$ cat src/rtl/io_write_strobe_if.sv
// Bus-side signals of io_write_strobe: an asynchronous 68k write cycle in,
// one-hot write-clock pulses and captured data out to the register bank.
interface io_write_strobe_if #(
    parameter int NREG   = 8,
    parameter int ADDR_W = 4,
    parameter int DATA_W = 8
);
    logic              cpu_as_n;
    logic              cpu_ds_n;
    logic              cpu_rw;
    logic              cpu_sel;
    logic [ADDR_W-1:0] cpu_addr;
    logic [DATA_W-1:0] cpu_data;
    logic [NREG-1:0]   wr_c;
    logic [DATA_W-1:0] wr_d;
    logic              busy;

    modport master (
        output cpu_as_n, cpu_ds_n, cpu_rw, cpu_sel, cpu_addr, cpu_data,
        input  wr_c, wr_d, busy
    );

    modport slave (
        input  cpu_as_n, cpu_ds_n, cpu_rw, cpu_sel, cpu_addr, cpu_data,
        output wr_c, wr_d, busy
    );
endinterface

$ cat src/rtl/io_write_strobe.sv
// Synchronises 68k write cycles into the clock domain and turns each accepted
// write into exactly one registered write-clock pulse plus stable data.
module io_write_strobe #(
    parameter int NREG       = 8,
    parameter int ADDR_W     = 4,
    parameter int DATA_W     = 8,
    parameter int STROBE_LEN = 2
) (
    input  logic             clock,
    input  logic             reset,
    io_write_strobe_if.slave bus
);
    // state  | meaning
    // IDLE   | waiting for a selected write cycle on the synchronised strobes
    // STROBE | wr_c[idx] high while the counter runs down STROBE_LEN clocks
    // HOLD   | pulse done or address out of range; wait for AS/DS release
    typedef enum logic [1:0] {
        IDLE   = 2'd0,
        STROBE = 2'd1,
        HOLD   = 2'd2
    } state_t;

    localparam int IDX_W = (NREG > 1) ? $clog2(NREG) : 1;
    localparam int CNT_W = 4;
    localparam logic [ADDR_W:0]  NREG_LIM = (ADDR_W + 1)'(NREG);
    localparam logic [CNT_W-1:0] LEN      = CNT_W'(STROBE_LEN);

    state_t            state_q, state_d;
    logic              as_meta_q, as_s_q;
    logic              ds_meta_q, ds_s_q;
    logic [CNT_W-1:0]  cnt_q, cnt_d;
    logic [IDX_W-1:0]  idx_q, idx_d;
    logic [DATA_W-1:0] wr_d_q, wr_d_d;
    logic [NREG-1:0]   wr_c_q, wr_c_d;
    logic              trigger;
    logic              in_range;

    // rw/sel/addr/data are only looked at while the synchronised strobes are
    // low, by which time the bus protocol guarantees they are stable.
    assign trigger  = !as_s_q && !ds_s_q && !bus.cpu_rw && bus.cpu_sel;
    assign in_range = {1'b0, bus.cpu_addr} < NREG_LIM;

    always_ff @(posedge clock or posedge reset) begin
        if (reset) begin
            state_q   <= IDLE;
            as_meta_q <= 1'b1;
            as_s_q    <= 1'b1;
            ds_meta_q <= 1'b1;
            ds_s_q    <= 1'b1;
            cnt_q     <= '0;
            idx_q     <= '0;
            wr_d_q    <= '0;
            wr_c_q    <= '0;
        end else begin
            state_q   <= state_d;
            as_meta_q <= bus.cpu_as_n;
            as_s_q    <= as_meta_q;
            ds_meta_q <= bus.cpu_ds_n;
            ds_s_q    <= ds_meta_q;
            cnt_q     <= cnt_d;
            idx_q     <= idx_d;
            wr_d_q    <= wr_d_d;
            wr_c_q    <= wr_c_d;
        end
    end

    always_comb begin
        state_d = state_q;
        cnt_d   = cnt_q;
        idx_d   = idx_q;
        wr_d_d  = wr_d_q;
        case (state_q)
            IDLE: begin
                if (trigger) begin
                    if (in_range) begin
                        wr_d_d  = bus.cpu_data;
                        idx_d   = bus.cpu_addr[IDX_W-1:0];
                        cnt_d   = LEN;
                        state_d = STROBE;
                    end else begin
                        state_d = HOLD;
                    end
                end
            end
            STROBE: begin
                cnt_d = cnt_q - 1'b1;
                if (cnt_q <= CNT_W'(1)) begin
                    state_d = HOLD;
                end
            end
            HOLD: begin
                if (as_s_q && ds_s_q) begin
                    state_d = IDLE;
                end
            end
            default: begin
                state_d = IDLE;
            end
        endcase
    end

    // Decoding from the next state keeps wr_c a plain register output that is
    // high exactly while the FSM sits in STROBE.
    always_comb begin
        wr_c_d = '0;
        if (state_d == STROBE) begin
            wr_c_d[idx_d] = 1'b1;
        end
    end

    assign bus.wr_c = wr_c_q;
    assign bus.wr_d = wr_d_q;
    assign bus.busy = (state_q != IDLE);
endmodule

$ cat src/flat_wrapper.sv
// flat-port wrapper written by rule: the top's interface ports become plain ports
module io_write_strobe_flat 
#(
    parameter int NREG       = 8,
    parameter int ADDR_W     = 4,
    parameter int DATA_W     = 8,
    parameter int STROBE_LEN = 2
)
  (clock, reset, bus_cpu_as_n, bus_cpu_ds_n, bus_cpu_rw, bus_cpu_sel, bus_cpu_addr, bus_cpu_data, bus_wr_c, bus_wr_d, bus_busy);
  io_write_strobe_if #(.NREG(NREG), .ADDR_W(ADDR_W), .DATA_W(DATA_W)) bus_i ();
  input  logic clock;
  input  logic reset;
  input wire logic [$bits(bus_i.cpu_as_n)-1:0] bus_cpu_as_n;
  input wire logic [$bits(bus_i.cpu_ds_n)-1:0] bus_cpu_ds_n;
  input wire logic [$bits(bus_i.cpu_rw)-1:0] bus_cpu_rw;
  input wire logic [$bits(bus_i.cpu_sel)-1:0] bus_cpu_sel;
  input wire logic [$bits(bus_i.cpu_addr)-1:0] bus_cpu_addr;
  input wire logic [$bits(bus_i.cpu_data)-1:0] bus_cpu_data;
  output wire logic [$bits(bus_i.wr_c)-1:0] bus_wr_c;
  output wire logic [$bits(bus_i.wr_d)-1:0] bus_wr_d;
  output wire logic [$bits(bus_i.busy)-1:0] bus_busy;
  assign bus_i.cpu_as_n = bus_cpu_as_n;
  assign bus_i.cpu_ds_n = bus_cpu_ds_n;
  assign bus_i.cpu_rw = bus_cpu_rw;
  assign bus_i.cpu_sel = bus_cpu_sel;
  assign bus_i.cpu_addr = bus_cpu_addr;
  assign bus_i.cpu_data = bus_cpu_data;
  assign bus_wr_c = bus_i.wr_c;
  assign bus_wr_d = bus_i.wr_d;
  assign bus_busy = bus_i.busy;
  io_write_strobe #(.NREG(NREG), .ADDR_W(ADDR_W), .DATA_W(DATA_W), .STROBE_LEN(STROBE_LEN)) u_core (.clock(clock), .reset(reset), .bus(bus_i));
endmodule
$ cat config.mk
export PLATFORM = sky130hd
export DESIGN_NAME = io_write_strobe_flat
export DESIGN_NICKNAME = d
export VERILOG_FILES = /design/src/rtl/io_write_strobe_if.sv /design/src/rtl/io_write_strobe.sv /design/src/flat_wrapper.sv
export SDC_FILE = /design/constraint.sdc
export NUM_CORES = 1
export LEC_CHECK = 0
export CORE_UTILIZATION = 50
export DETAILED_ROUTE_END_ITERATION = 6
export HOLD_SLACK_MARGIN = 0.12
export PLACE_DENSITY = 0.83
export SLEW_MARGIN = 20
export SYNTH_ARGS = -nofsm -noshare
export SYNTH_HDL_FRONTEND = slang
export SYNTH_SLANG_ARGS = --single-unit
$ cat constraint.sdc
create_clock -name clock -period 4 [get_ports clock]
set_input_delay 0.6 -clock clock [delete_from_list [all_inputs] [get_ports clock]]
set_output_delay 0.6 -clock clock [all_outputs]
set_load 0.02 [all_outputs]
==> metrics.log <==
INFO  metric outcome = finished clean
INFO  metric routed_via_density = a little under 6
INFO  metric grt_pass1_vias = 1016
INFO  metric hold_class = reg2reg
INFO  metric hold_slack = about 0.36 ns
INFO  metric post_synthesis_cell_type_count = 34
INFO  metric die_h = 52.5 um
INFO  metric critPathRequiredTime = ~3.4 ns
INFO  metric clockBufferDepth = 2
INFO  metric postPlaceCellArea = 0.00164 sq mm
INFO  metric power.density_cell_area = ~600 mW/mm^2
INFO  metric die-width = 52.5 um
INFO  metric antenna_found_initial = 0
INFO  metric critPathLaunchType = flip-flop
INFO  metric hold_path.startpoint = u_core.ds_meta_q
INFO  metric core_region_area = about 0.0023 sq mm
INFO  metric global_route.usage.total = 24.6%
INFO  metric detailedPlace.worstSlack = 1.50 ns
INFO  metric dr.first_iter.drc_count = 25
INFO  metric worst_ep_arrival_time = 1.71 ns
INFO  metric routed-via-count = 1024
INFO  metric floorplan.initialDensity = 55.1%
INFO  metric cts_root_buffer = clkbuf_4
INFO  metric grt_first_pass_wirelength = 4650 um
INFO  metric final-hold-violation-count = 0
INFO  metric min_period = between 2 and 2.5 ns
INFO  metric grt_start_max_net_pins = 30
INFO  metric ir_drop = 479 uV
INFO  metric worstSkewPairLatency = 0.33 ns
INFO  metric rsz_0062_raised_after_global_routing = false
INFO  metric grt_overflow_total = 0
INFO  metric synth_top_area_share = 49.0%
INFO  metric crit_path_end_kind = primary output
INFO  metric postRouteAntennaNets = 0
INFO  metric slew_headroom = 46.4%
INFO  metric yosys-top-cells-area = dfrtp_1, dfstp_2, mux2_2
INFO  metric worst_pin_slew = between 0.7 and 0.8 ns
INFO  metric dp_hpwl = 2080 um
INFO  metric finalInstanceArea = around 0.0017 sq mm
INFO  metric cell_accounting_for_the_most_synthesized_area = dfrtp_1
INFO  metric numPortBuffers = 34
INFO  metric synth_fp_nets = 127
INFO  metric critical_path_class = reg2out
INFO  metric boundary_pin_count = 35
INFO  metric post-route-period-util = 57.8%
INFO  metric row_count = 17
INFO  metric syn_inst = 107
INFO  metric first_pass_iters = 4
INFO  metric synthesis.yosys.warnings = 0
INFO  metric ctsResizeCount = 0
INFO  metric ys_ff_latch = 29
INFO  metric cp_max_fo = 12
INFO  metric layout_setup_ws = 1.69 ns
INFO  metric synthesis.area = 0.00128 sq mm
INFO  metric synth_seq_area_share = between 50% and 60%
INFO  metric final-instance-count-excl-fill = 173
INFO  metric final_count_of_negative_setup_slack_endpoints = 0
INFO  metric drt-wirelength-per-cell = 16.0 um
INFO  metric layout-drive-gt1-share = approximately 17%
INFO  metric max-cap-violations = 0
INFO  metric layout_nets = between 150 and 200
INFO  metric cts_setup_buffers = 0
INFO  metric h-tree-depth = 2
INFO  metric syn-mean-instance-area = 11.9 sq um
INFO  metric cts_buffers = 5
INFO  metric die_area = 0.00276 sq mm
INFO  metric drc_markers = 0
INFO  metric clock_skew = just under 0.007 ns
INFO  metric hold_buffers = 0
INFO  metric worstReg2RegStart = u_core.state_q[1]
INFO  metric antenna-diode-count = 0
INFO  metric fmax = 432 MHz
INFO  metric report.final.slew_viol_count = 0
INFO  metric crit_path_start = u_core.state_q[1]
INFO  metric timing.setup.tns = 0 ns
INFO  metric clkSinkCount = 29
INFO  metric cell_leakage_power = 0.715 nW
INFO  metric tritoncts = yes
INFO  metric clkSlewWorstSetupHoldPaths = 0.08 ns
INFO  metric detail_route.wirelength = approximately 2800 um
INFO  metric place.gp.congestion = around 0.84
INFO  metric area.growth.synth_to_final = 32.1%
INFO  metric final.fill_count = 173
INFO  metric place.detailed.instances = 165
-- final cells by class --
| type | count | area (sq um) | area share (%) |
|---|---|---|---|
| Clock buffer | 6 | 41.3 | 2.45 |
| Clock inverter | 2 | 10.0 | 0.593 |
| Inverter | 7 | 26.3 | 1.56 |
| Multi-Input combinational cell | 67 | 504 | 29.9 |
| Sequential cell | 29 | 731 | 43.3 |
| Tap cell | 28 | 35.0 | 2.08 |
| Timing Repair Buffer | 34 | 340 | 20.2 |
-- worst max-delay path: stages, from the launching register on --
cell	delay, ns
dfrtp_1	0.51
or2_2	0.34
clkdlybuf4s50_1	0.54
-- routing by layer --
layer  vias to the layer above  track usage [%]  part of all wire, %  wire [um]
met3                        13             6.96                  4.0        110
met5                         -                0                    0          0
met1                       505             28.9                   42       1150
met4                         0             15.4                  2.9         81
met2                        34             39.2                   51       1420
li1                        472                -                    -          -
-- registers in the layout, summed over array words and instances, names as in the netlist --
| name | cells |
|---|---|
| u_core.bus.wr_c | 8 |
| u_core.idx_q | 3 |
| u_core.state_q | 2 |
| u_core.bus.wr_d | 8 |
| u_core.cnt_q | 4 |
| u_core.ds_s_q | 1 |
| u_core.ds_meta_q | 1 |
| u_core.as_meta_q | 1 |
| u_core.as_s_q | 1 |
-- cell usage after synthesis, drive strengths merged --
cell type and n:
a21boi 1, a21o 1, a21oi 1, a22oi 9
a31oi 1, buf 1, clkbuf 3, dfrtp 25
dfstp 4, ha 2, inv 7, mux2 10
nand2 5, nand3 1, nand4 1, nand4b 2
nor2 3, nor2b 4, nor3 4, nor3b 1
nor4b 2, o211ai 1, o21ai 5, o311a 1
o311ai 4, o31a 2, or2 2, or3 2
or4 1, or4b 1
-- cells in the final DEF (no fill, tap or decap), types with 2 or more instances in the layout --
master	instances
clkdlybuf4s50_1	34
dfrtp_1	25
a22oi_1	9
mux2_2	9
inv_1	6
nand2_1	5
clkbuf_4	5
nor2b_1	4
nor3_1	4
dfstp_2	4
nor2_1	3
o311ai_1	3
o21ai_1	3
or2_2	2
o31a_1	2
o21ai_0	2
or3_1	2
nand4b_1	2
ha_1	2
clkinv_2	2
-- cells by family (layout without fill, tap and decap cells) --
kind of cell	Yosys count	count (layout)	share of synthesized area, %
AO/OA/AOI/OAI	26	26	14.8
adder cells (fa/ha/maj)	2	2	1.96
buffers and inverters	11	49	3.33
flip-flops	29	29	57.2
multiplexers	10	10	8.82
AND/OR/NAND/NOR	29	29	13.9
-- report_power, final --
| part | internal [mW] | leakage, nW | switching (mW) |
|---|---|---|---|
| sequential | 0.378 | 0.361 | 0.0858 |
| combinational | 0.202 | 0.321 | 0.192 |
| clock | 0.0667 | 0.0320 | 0.0941 |
| total | 0.646 | 0.715 | 0.372 |
-- through the flow --
stage,total power [mW],util [%]
floorplan,0.691,-
global placement,0.836,70.6
detailed placement,0.862,70.6
CTS,1.03,72.8
global route,1.09,72.8
finish,1.02,72.8
-- path summary, 6_finish.rpt --
path,endpoint,slack (ns),cells after the start
max reg2reg,u_core.bus.wr_d[4],2.05,3
min in group asynchronous,u_core.idx_q[1],0.65,2
max in group asynchronous,u_core.bus.wr_d[7],2.97,2
min,u_core.ds_s_q,0.36,0
max,bus_busy,1.69,2
min reg2reg,u_core.ds_s_q,0.36,0
No activity file was read; power rests on OpenSTA's default activity.
